### src/rtl/xor2_share_arb.sv
// xor2_share_arb
// Round-robin sequencer that time-shares one external XOR2 gate among NREQ
// requesters. One operand pair is accepted per transaction. It is driven onto
// the gate through registers, held for SETTLE cycles, and then the gate output
// is sampled. The result is returned tagged with the owning requester's index.
//
// Ports
//   clk        rising-edge clock
//   rst        asynchronous active-high reset
//   req_valid  per-requester request valid           [NREQ]
//   req_a      per-requester operand A (bit i = req i) [NREQ]
//   req_b      per-requester operand B               [NREQ]
//   req_ready  one-hot grant/accept, only in IDLE    [NREQ]
//   xor_a      registered drive to shared gate input A
//   xor_b      registered drive to shared gate input B
//   xor_y      shared gate output
//   rsp_valid  result valid (held until rsp_ready)
//   rsp_y      sampled gate output
//   rsp_id     requester index owning rsp_y          [IDW]
//   rsp_ready  consumer accepts the result
//   busy       high whenever not IDLE
//   op_count   completed responses, wraps            [CNTW]
module xor2_share_arb #(
  parameter int unsigned NREQ   = 4,
  parameter int unsigned IDW    = 2,
  parameter int unsigned SETTLE = 2,
  parameter int unsigned CNTW   = 16
) (
  input  logic            clk,
  input  logic            rst,
  input  logic [NREQ-1:0] req_valid,
  input  logic [NREQ-1:0] req_a,
  input  logic [NREQ-1:0] req_b,
  output logic [NREQ-1:0] req_ready,
  output logic            xor_a,
  output logic            xor_b,
  input  logic            xor_y,
  output logic            rsp_valid,
  output logic            rsp_y,
  output logic [IDW-1:0]  rsp_id,
  input  logic            rsp_ready,
  output logic            busy,
  output logic [CNTW-1:0] op_count
);

  localparam int unsigned PW = $clog2(NREQ);
  localparam int unsigned CW = (SETTLE > 1) ? $clog2(SETTLE) : 1;
  localparam logic [CW-1:0] CNT_LAST = CW'(SETTLE - 1);

  typedef enum logic [1:0] {
    S_IDLE,
    S_SETTLE,
    S_RESP
  } state_t;

  state_t          state_q, state_d;
  logic            xor_a_q, xor_a_d;
  logic            xor_b_q, xor_b_d;
  logic            rsp_valid_q, rsp_valid_d;
  logic            rsp_y_q, rsp_y_d;
  logic [IDW-1:0]  rsp_id_q, rsp_id_d;
  logic [IDW-1:0]  ptr_q, ptr_d;
  logic [CW-1:0]   cnt_q, cnt_d;
  logic [CNTW-1:0] op_count_q, op_count_d;

  // Grant search result
  logic            gnt_any;
  logic [PW-1:0]   gnt_sel;
  logic [NREQ-1:0] gnt_oh;
  logic [IDW-1:0]  ptr_nxt;

  // Rotating priority: scan from ptr_q upward, wrapping back to 0.
  always_comb begin
    int unsigned sum;
    gnt_any = 1'b0;
    gnt_sel = '0;
    gnt_oh  = '0;
    sum     = 0;
    for (int unsigned k = 0; k < NREQ; k++) begin
      sum = 32'(ptr_q) + k;
      if (sum >= NREQ) sum = sum - NREQ;
      if (!gnt_any && req_valid[PW'(sum)]) begin
        gnt_any              = 1'b1;
        gnt_sel              = PW'(sum);
        gnt_oh[PW'(sum)]     = 1'b1;
      end
    end
  end

  always_comb begin
    int unsigned nxt;
    nxt = 32'(gnt_sel) + 1;
    if (nxt >= NREQ) nxt = 0;
    ptr_nxt = IDW'(nxt);
  end

  always_comb begin
    state_d     = state_q;
    xor_a_d     = xor_a_q;
    xor_b_d     = xor_b_q;
    rsp_valid_d = rsp_valid_q;
    rsp_y_d     = rsp_y_q;
    rsp_id_d    = rsp_id_q;
    ptr_d       = ptr_q;
    cnt_d       = cnt_q;
    op_count_d  = op_count_q;
    unique case (state_q)
      S_IDLE: begin
        if (gnt_any) begin
          xor_a_d  = req_a[gnt_sel];
          xor_b_d  = req_b[gnt_sel];
          rsp_id_d = IDW'(gnt_sel);
          ptr_d    = ptr_nxt;
          cnt_d    = '0;
          state_d  = S_SETTLE;
        end
      end
      S_SETTLE: begin
        cnt_d = cnt_q + 1'b1;
        if (cnt_q == CNT_LAST) begin
          rsp_y_d     = xor_y;
          rsp_valid_d = 1'b1;
          state_d     = S_RESP;
        end
      end
      S_RESP: begin
        if (rsp_ready) begin
          rsp_valid_d = 1'b0;
          op_count_d  = op_count_q + 1'b1;
          state_d     = S_IDLE;
        end
      end
      default: state_d = S_IDLE;
    endcase
  end

  always_ff @(posedge clk or posedge rst) begin
    if (rst) begin
      state_q     <= S_IDLE;
      xor_a_q     <= 1'b0;
      xor_b_q     <= 1'b0;
      rsp_valid_q <= 1'b0;
      rsp_y_q     <= 1'b0;
      rsp_id_q    <= '0;
      ptr_q       <= '0;
      cnt_q       <= '0;
      op_count_q  <= '0;
    end else begin
      state_q     <= state_d;
      xor_a_q     <= xor_a_d;
      xor_b_q     <= xor_b_d;
      rsp_valid_q <= rsp_valid_d;
      rsp_y_q     <= rsp_y_d;
      rsp_id_q    <= rsp_id_d;
      ptr_q       <= ptr_d;
      cnt_q       <= cnt_d;
      op_count_q  <= op_count_d;
    end
  end

  // State is already IDLE during reset, so rst must mask the grant explicitly.
  assign req_ready = (state_q == S_IDLE && !rst) ? gnt_oh : '0;
  assign busy      = (state_q != S_IDLE);
  assign xor_a     = xor_a_q;
  assign xor_b     = xor_b_q;
  assign rsp_valid = rsp_valid_q;
  assign rsp_y     = rsp_y_q;
  assign rsp_id    = rsp_id_q;
  assign op_count  = op_count_q;

endmodule

### config.mk
export PLATFORM = sky130hd
export DESIGN_NAME = xor2_share_arb
export DESIGN_NICKNAME = d
export VERILOG_FILES = /design/src/rtl/xor2_share_arb.sv
export SDC_FILE = /design/constraint.sdc
export NUM_CORES = 1
export LEC_CHECK = 0
export ABC_CLOCK_PERIOD_IN_PS = 8200
export BUFFER_PORTS_ARGS = -buffer_cell sky130_fd_sc_hd__clkbuf_2
export CAP_MARGIN = 15
export CORE_MARGIN = 2
export CORE_UTILIZATION = 25
export CTS_CLUSTER_SIZE = 25
export DETAILED_ROUTE_END_ITERATION = 10
export MAX_ROUTING_LAYER = met4
export PLACE_DENSITY_LB_ADDON = 0.2
export SETUP_SLACK_MARGIN = 0.1
export SLEW_MARGIN = 20
export SYNTH_ARGS = -nofsm -noshare
export SYNTH_HDL_FRONTEND = slang
export SYNTH_SLANG_ARGS = --single-unit
### constraint.sdc
create_clock -name clk -period 8.2 [get_ports clk]
set_input_delay 0 -clock clk [delete_from_list [all_inputs] [get_ports clk]]
set_output_delay 0 -clock clk [all_outputs]
set_load 0.03 [all_outputs]
==> flow_summary.json, run 1 <==
{
  "timing.final.max_slew_violations": 0,
  "peakVddDrop_mv": 0.105,
  "dieArea_um2": 7100,
  "clock_skew_ns": 0.00574,
  "async_reset_ff_share_pct": 100,
  "worst_pin_slew_ns": 0.645,
  "cts_sinks": 27,
  "port_buffers": 42,
  "relSlewSlack_pct": 56.8,
  "cts_buffer_depth": 2,
  "fp.coreArea_um2": 6280,
  "yosysUniqueCellTypes": 33,
  "fin_util_pct": 31.7,
  "yosys.area.top_type": "dfrtp_1",
  "first_global_vias": 1318,
  "rsz0062_at_grt": "no",
  "final_hold_viol_count": 0,
  "clockRootBuffer": "clkbuf_8",
  "drc": 0,
  "clk_pin_slew_ns": 0.10,
  "drive_gt1_share_pct": 26.4,
  "grt_max_degree": 28,
  "drt-wirelength-per-cell_um": 12.0,
  "cts_buffers": 3,
  "synth_top_area_share_pct": 41.9,
  "drt_pass1_iterations": 4,
  "timing.fmax_mhz": 305,
  "powerDensity_nw_per_um2": 329,
  "setup_viol": 0,
  "synth_edf_count": 0,
  "antenna_found_initial": 0,
  "path_max_fanout": 16,
  "min_path_type": "in -> reg",
  "postRouteAntennaNets": 0,
  "diodes": 0,
  "num_vias": 1352,
  "period_needed_ns": 3.28,
  "gp_congestion": 0.740,
  "drv_cap": 0,
  "cellLeakagePower_nw": 0.959,
  "finalNetCount": 238,
  "finalInstanceArea_um2": 1990,
  "status": "completed",
  "grt_pass1_wl_mm": 6.04,
  "yosys_warnings": 0,
  "viasPerCell": 4.68,
  "finalCritPeriodShare_pct": 40.0,
  "syn_inst": 165,
  "rows": 29,
  "die_w_um": 84.3,
  "drtIter0Drc": 29,
  "dpl-instance-area_um2": 1910,
  "clk_latency_ns": 0.28,
  "critPathArrivalTime_ns": 3.28,
  "synth.avg_cell_area_um2": 9.77,
  "yosys_register_bits": 27,
  "cts_max_level": 1,
  "fill_cells": 663,
  "synth_area_leaders": "dfrtp_1, xnor2_1, ha_1, o21ai_0, nand2_1",
  "cp-end-kind": "primary output",
  "grt-ovfl-total": 0,
  "start_util_pct": 25.7,
  "chipHeight_um": 84.3,
  "synth_commonest_cells": "dfrtp_1, nand2_1, o21ai_0, xnor2_1, nor2_1",
  "setup_tns_ns": 0,
  "cts_tree": "built",
  "routed_wirelength_mm": 3.46,
  "ys.flop_type": "dfrtp_1",
  "path_class": "reg -> out",
  "cp.required_ns": 8.20,
  "post_cts_resized": 0,
  "grt_usage_pct": 10.5,
  "startpoint_type": "flop",
  "seq_area_frac_synth_pct": 41.9,
  "syn_area_um2": 1610,
  "synth.most_common_cell": "dfrtp_1",
  "io_pins": 43,
  "synthesis.nets": 190,
  "syn_to_final_growth_pct": 23.4,
  "hpwl_mm": 2.67
}
[cells in the final DEF (no fill, tap or decap), types with 6 or more instances in the layout]
cell type   n
a21oi_1     8
clkbuf_2   42
dfrtp_1    27
ha_1        9
inv_1       7
mux2i_1     6
nand2_1    18
nand3_1     9
nor2_1     11
o21ai_0    14
xnor2_1    14
[cell type report]
type	count	area, µm²	share of cell area (%)
clock buffers	3	41.3	2.08
repair buffers	45	240	12.1
clock inverters	1	7.51	0.377
well taps	77	96.3	4.84
inverters	8	30.0	1.51
flip-flops and latches	27	676	34.0
multi-input cells	128	898	45.2
[what timing repair did]
item | CTS | global route
setup buffers | 0 | 0
endpoints found under the setup margin | 0 | 0
hold endpoints to repair | 29 | 0
hold buffers | 3 | 0
[flip-flops by register name, summed over array words and instances (netlist names)]
name,cells
rsp_valid,1
rsp_y,1
cnt_q,1
rsp_id,2
state_q,2
xor_a,1
ptr_q,2
op_count,16
xor_b,1
[cell families after synthesis]
| family | after synthesis | synth area share [%] |
|---|---|---|
| muxes | 11 | 7.92 |
| DFF | 27 | 41.9 |
| AOI/OAI and AO/OA | 36 | 15.1 |
| buffers and inverters | 10 | 2.33 |
| adders and majority gates | 9 | 6.99 |
| and+or+nand+nor | 55 | 16.5 |
| xor gates and xnor gates | 17 | 9.24 |
[per-layer routing]
metal / wire [µm] / share of wire (%) / global-route usage (%) / vias to the layer above
met5: 0 / 0 / - / -
met4: 49 / 1.4 / 3.52 / 0
met3: 130 / 3.8 / 1.28 / 5
met2: 1680 / 49 / 17.0 / 28
met1: 1600 / 46 / 13.6 / 638
li1: - / - / - / 681
[final timing paths]
check	startpoint	endpoint	slack, ns	depth (start not counted)
setup / recovery	ptr_q[0]	req_ready[1]	4.92	8
hold / removal	req_a[0]	xor_a	0.05	3
setup reg to reg	ptr_q[0]	ptr_q[0]	5.03	9
hold reg to reg	op_count[11]	op_count[11]	0.49	1
max in group asynchronous	rst	op_count[3]	7.52	3
min in group asynchronous	rst	state_q[1]	0.31	3
[per-stage QoR]
step                      hold slack (ns)  instances  total power, mW  setup slack (ns)
after global routing               0.0723        289            0.717              4.66
after CTS                          0.0584        289            0.665              4.88
after detailed placement            0.237        282            0.583              5.02
after global placement              0.240        282            0.583              5.08
after floorplan                    0.0527        165            0.496              5.24
final                              0.0542        289            0.654              4.92
[critical path, cell delays in order (launching register included)]
cell,delay [ns]
dfrtp_1,0.70
inv_1,0.26
ha_1,0.48
mux4_2,0.62
nor2_1,0.25
a221o_1,0.19
o21ai_0,0.08
a21oi_1,0.17
clkbuf_2,0.22
[power by group]
part           total [mW]  internal (mW)  switching (mW)
logic               0.370          0.151           0.219
registers           0.206          0.166          0.0402
clock network      0.0782         0.0346          0.0437
total               0.654          0.352           0.303
Note: power is estimated with default switching activity, not from simulation.
==> run 2, diff against run 1 <==
--- a/config.mk
+++ b/config.mk
@@ -5,7 +5,7 @@
 export SDC_FILE = /design/constraint.sdc
 export NUM_CORES = 1
 export LEC_CHECK = 0
-export ABC_CLOCK_PERIOD_IN_PS = 8200
+export ABC_CLOCK_PERIOD_IN_PS = 2600
 export BUFFER_PORTS_ARGS = -buffer_cell sky130_fd_sc_hd__clkbuf_2
 export CAP_MARGIN = 15
 export CORE_MARGIN = 2
==> constraint.sdc (replaced) <==
create_clock -name clk -period 2.6 [get_ports clk]
set_input_delay 0 -clock clk [delete_from_list [all_inputs] [get_ports clk]]
set_output_delay 0 -clock clk [all_outputs]
set_load 0.03 [all_outputs]
==> run 2 against run 1 <==
Against the previous run: die area stayed put; global-route usage is 0.075 points lower; flip-flop and latch count stayed put; register-to-register slack worse by 4.8 ns; critical path depth stayed put; clock skew is 0.0034 ns lower; final area is 5.7% higher; cell count is 3.8% higher; worst hold slack worse by 0.0038 ns.
==> flow_summary.json, run 2 (synthesis results as in run 1) <==
{
  "syn_to_final_growth_pct": 30.4,
  "finalNetCount": 249,
  "startpoint_type": "flop",
  "powerDensity_nw_per_um2": 1080,
  "path_class": "reg -> out",
  "mostFrequentLayoutCells": "clkbuf_2, dfrtp_1, nand2_1",
  "io_pins": 43,
  "diodes": 0,
  "whs_ns": 0.0504,
  "setup_tns_ns": 0,
  "grt-ovfl-total": 0,
  "start_util_pct": 25.7,
  "r2r_slack_ns": 0.22,
  "grt_usage_pct": 10.4,
  "largest_register_ff_count": 16,
  "period_needed_ns": 2.40,
  "cts_max_level": 1,
  "postRouteAntennaNets": 0,
  "cp.required_ns": 2.60,
  "worst_pin_slew_ns": 0.641,
  "cts_tree": "built",
  "final_hold_viol_count": 0,
  "grt_max_degree": 28,
  "r2r-start": "ptr_q[0]",
  "drc": 0,
  "rows": 29,
  "startpoint": "ptr_q[0]",
  "hold_depth": 3,
  "routed_wirelength_mm": 3.55,
  "timing.final.ws_setup_ns": 0.196,
  "chipHeight_um": 84.3,
  "reg2reg_to": "xor_a",
  "clk_pin_slew_ns": 0.09,
  "antenna_found_initial": 0,
  "p_total_mw": 2.28,
  "dieArea_um2": 7100,
  "drv_cap": 0,
  "cts_buffers": 3,
  "viasPerCell": 4.62,
  "status": "completed",
  "path_max_fanout": 7,
  "first_global_vias": 1285,
  "finalInstanceArea_um2": 2100,
  "hpwl_mm": 2.65,
  "cellLeakagePower_nw": 1.02,
  "rsz0062_at_grt": "yes",
  "die_w_um": 84.3,
  "gp_congestion": 0.720,
  "fp.coreArea_um2": 6280,
  "grt_pass1_wl_mm": 5.98,
  "critPathArrivalTime_ns": 2.40,
  "cp-end-kind": "primary output",
  "num_vias": 1385,
  "drtIter0Drc": 57,
  "drt-wirelength-per-cell_um": 11.8,
  "layout_commonest_cell": "clkbuf_2",
  "finalCritPeriodShare_pct": 92.5,
  "pre_cts_ws_ns": 0.169,
  "clockRootBuffer": "clkbuf_8",
  "hold_start": "req_b[1]",
  "port_buffers": 42,
  "drive_gt1_share_pct": 31.4,
  "cts_sinks": 27,
  "r2r_cells": 8,
  "peakVddDrop_mv": 0.395,
  "worstHoldEndpoint": "xor_b",
  "setup_viol": 0,
  "min_path_type": "in -> reg",
  "dpl-instance-area_um2": 1970,
  "timing.fmax_mhz": 416,
  "clk_latency_ns": 0.27,
  "drt_pass1_iterations": 4,
  "cts_buffer_depth": 2,
  "relSlewSlack_pct": 57.1,
  "clock_skew_ns": 0.00232,
  "timing.final.max_slew_violations": 0
}
[run 2: cell types whose count changed in the layout (fill, tap and decap cells not counted), moves of 2 or more]
| cell | previous run | this run |
|---|---|---|
| o21ai_0 | 14 | 11 |
| clkbuf_2 | 42 | 39 |
| o21ai_1 | 0 | 2 |
| buf_4 | 0 | 12 |
[run 2: critical path, stage by stage, from the launching register on]
cell and delay, ns:
dfrtp_2 0.36, inv_1 0.07, ha_4 0.31, mux4_2 0.61, buf_6 0.16, a221o_1 0.30, o21ai_1 0.07, a21oi_1 0.08
buf_4 0.17
[run 2: where the power goes]
| part | switching, mW | leakage [nW] | internal (mW) |
|---|---|---|---|
| Clock | 0.131 | 0.0228 | 0.110 |
| Sequential | 0.0816 | 0.348 | 0.525 |
| Combinational | 0.789 | 0.646 | 0.642 |
| Total | 1.00 | 1.02 | 1.28 |
[run 2: layout make-up]
class	instances	area (µm²)
well taps	77	96.3
inverters	8	30.0
clock buffers	4	45.0
fillers	665	4180
flip-flops and latches	27	677
repair buffers	56	332
multi-input cells	128	922
[run 2: layer usage]
metal,GRT usage (%),wire length (µm),share of wire [%]
met1,13.4,1680,47
met2,17.0,1710,48
met5,-,0,0
met4,3.52,48,1.4
met3,1.47,118,3.3
[run 2: metrics by stage]
step | std cells | utilization [%]
after floorplan | 165 | -
after global placement | 288 | 31.4
final | 300 | 33.5
after CTS | 295 | 32.6
after global routing | 300 | 33.5
after detailed placement | 288 | 31.4
[run 2: worst max-delay path by stage]
stage                    to  slack [ns]  cells past startpoint
3_3_place_gp       ptr_q[1]        0.19                      9
5_1_grt            ptr_q[0]        0.08                      9
3_5_place_dp       ptr_q[0]        0.17                      9
6_report       req_ready[1]        0.20                      8
4_1_cts        req_ready[3]        0.10                      8
2_1_floorplan      ptr_q[0]        0.02                     10
[run 2: what timing repair did]
action	CTS	global route
buffers inserted	0	5
endpoints found under the hold margin	29	0
hold buffers	3	0
resized for setup	0	15
endpoints found under the setup margin	0	6
==> run 3, diff against run 2 <==
--- a/config.mk
+++ b/config.mk
@@ -12,6 +12,7 @@
 export CORE_UTILIZATION = 25
 export CTS_CLUSTER_SIZE = 25
 export DETAILED_ROUTE_END_ITERATION = 10
+export HOLD_SLACK_MARGIN = 0.12
 export MAX_ROUTING_LAYER = met4
 export PLACE_DENSITY_LB_ADDON = 0.2
 export SETUP_SLACK_MARGIN = 0.1
==> run 3 against run 2 <==
Against the previous run: global-route usage increased by 0.57 points; via count increased by 1.9%; flip-flop and latch count unchanged; first-iteration DRC count increased by 1.8%; cell count increased by 2.7%; critical path depth unchanged; setup slack unchanged; critical endpoint unchanged.
==> flow_summary.json, run 3 (synthesis results as in run 1) <==
{
  "status": "completed",
  "final_hold_viol_count": 0,
  "io_pins": 43,
  "setup_tns_ns": 0,
  "drt_pass1_iterations": 4,
  "p_sw_mw": 1.00,
  "clockRootBuffer": "clkbuf_8",
  "cell_internal_pwr_mw": 1.28,
  "grt_pass1_wl_mm": 6.27,
  "clkPwrFrac_pct": 10.5,
  "cts_sinks": 27,
  "cp.required_ns": 2.60,
  "pre_cts_ws_ns": 0.169,
  "cts_tree": "built",
  "mostFrequentLayoutCells": "clkbuf_2, dfrtp_1, nand2_1",
  "grt_usage_pct": 11.0,
  "period_needed_ns": 2.40,
  "drv_cap": 0,
  "powerDensity_nw_per_um2": 1050,
  "finalNetCount": 257,
  "grt-ovfl-total": 0,
  "timing.final.ws_setup_ns": 0.196,
  "cellLeakagePower_nw": 1.05,
  "fin_util_pct": 34.8,
  "layout_commonest_cell": "clkbuf_2",
  "drtIter0Drc": 58,
  "rows": 29,
  "timing.fmax_mhz": 416,
  "path_max_fanout": 7,
  "dieArea_um2": 7100,
  "worst_pin_slew_ns": 0.641,
  "peakVddDrop_mv": 0.395,
  "cts_buffers": 3,
  "grt_max_degree": 28,
  "setup_viol": 0,
  "syn_to_final_growth_pct": 35.4,
  "relSlewSlack_pct": 57.1,
  "first_global_vias": 1331,
  "seqPwrFrac_pct": 26.5,
  "seqCellArea_um2": 677,
  "switching_share_pct": 43.9,
  "finalCritPeriodShare_pct": 92.5,
  "chipHeight_um": 84.3,
  "postRouteAntennaNets": 0,
  "diodes": 0,
  "routed_wirelength_mm": 3.72,
  "hpwl_mm": 2.65,
  "cts_buffer_depth": 2,
  "clk_latency_ns": 0.27,
  "gp_congestion": 0.720,
  "dpl-instance-area_um2": 1970,
  "die_w_um": 84.3,
  "drt-wirelength-per-cell_um": 12.1,
  "pwr-share-comb_pct": 63.0,
  "start_util_pct": 25.7,
  "num_vias": 1412,
  "cts_max_level": 1,
  "clock_skew_ns": 0.00232,
  "viasPerCell": 4.58,
  "min_path_type": "in -> reg",
  "cp-end-kind": "primary output",
  "fp.coreArea_um2": 6280,
  "fill_cells": 657,
  "drc": 0,
  "antenna_found_initial": 0,
  "port_buffers": 42,
  "path_class": "reg -> out",
  "clk_pin_slew_ns": 0.09,
  "timing.final.max_slew_violations": 0,
  "rsz0062_at_grt": "yes",
  "critPathArrivalTime_ns": 2.40,
  "multiInputGateArea_um2": 922,
  "finalInstanceArea_um2": 2180,
  "drive_gt1_share_pct": 30.3,
  "largest_register_ff_count": 16,
  "startpoint_type": "flop"
}
-- run 3: cell count changes in the layout (fill, tap and decap cells not counted) --
cell / before / now
dlygate4sd3_1: 3 / 11
-- run 3: stage by stage --
step	hold WS [ns]	cells	power, mW
floorplan	0.0526	165	1.61
detailed placement	0.0864	288	1.92
global placement	0.0852	288	1.93
CTS	0.237	303	2.18
global route	0.297	308	2.48
finish	0.241	308	2.29
-- run 3: path summary, 6_finish.rpt --
path / start / cells past startpoint / slack [ns] / end
min reg2reg: op_count[15] / 1 / 0.48 / op_count[15]
min: req_valid[3] / 4 / 0.24 / xor_b
max reg2reg: ptr_q[0] / 8 / 0.22 / xor_a
max: ptr_q[0] / 8 / 0.20 / req_ready[1]
min in group asynchronous: rst / 4 / 0.33 / state_q[1]
max in group asynchronous: rst / 4 / 1.99 / ptr_q[0]
-- run 3: timing repair --
item | 4_1_cts | 5_1_grt
hold buffers | 11 | 0
endpoints found under the hold margin | 34 | 0
setup buffers | 0 | 5
gates resized for setup | 0 | 15
setup endpoints to repair | 0 | 6
-- run 3: cell type report --
cell class / instances / area share [%]
tap: 77 / 4.42
timing repair buffer: 64 / 18.9
sequential: 27 / 31.0
clock buffer: 4 / 2.06
inverter: 8 / 1.38
multi-input combinational: 128 / 42.3
-- run 3: power by group through the flow --
stage                     combinational (mW)  sequential [mW]  clock, mW
after global routing                    1.59            0.623      0.273
after global placement                  1.31            0.618          0
final                                   1.44            0.606      0.241
after detailed placement                1.30            0.615          0
after CTS                               1.32            0.607      0.255
after floorplan                        0.857            0.748          0
-- run 3: critical path, cell delays in order, from the launching register on --
cell     delay (ns)
dfrtp_2        0.36
inv_1          0.07
ha_4           0.31
mux4_2         0.61
buf_6          0.16
a221o_1        0.30
o21ai_1        0.07
a21oi_1        0.08
buf_4          0.17
-- run 3: routing by layer --
layer	GRT usage [%]	up-vias	wire [µm]
met3	1.47	5	118
met2	18.4	25	1830
met5	-	-	0
met4	3.52	0	48
met1	13.8	663	1730
li1	-	719	-
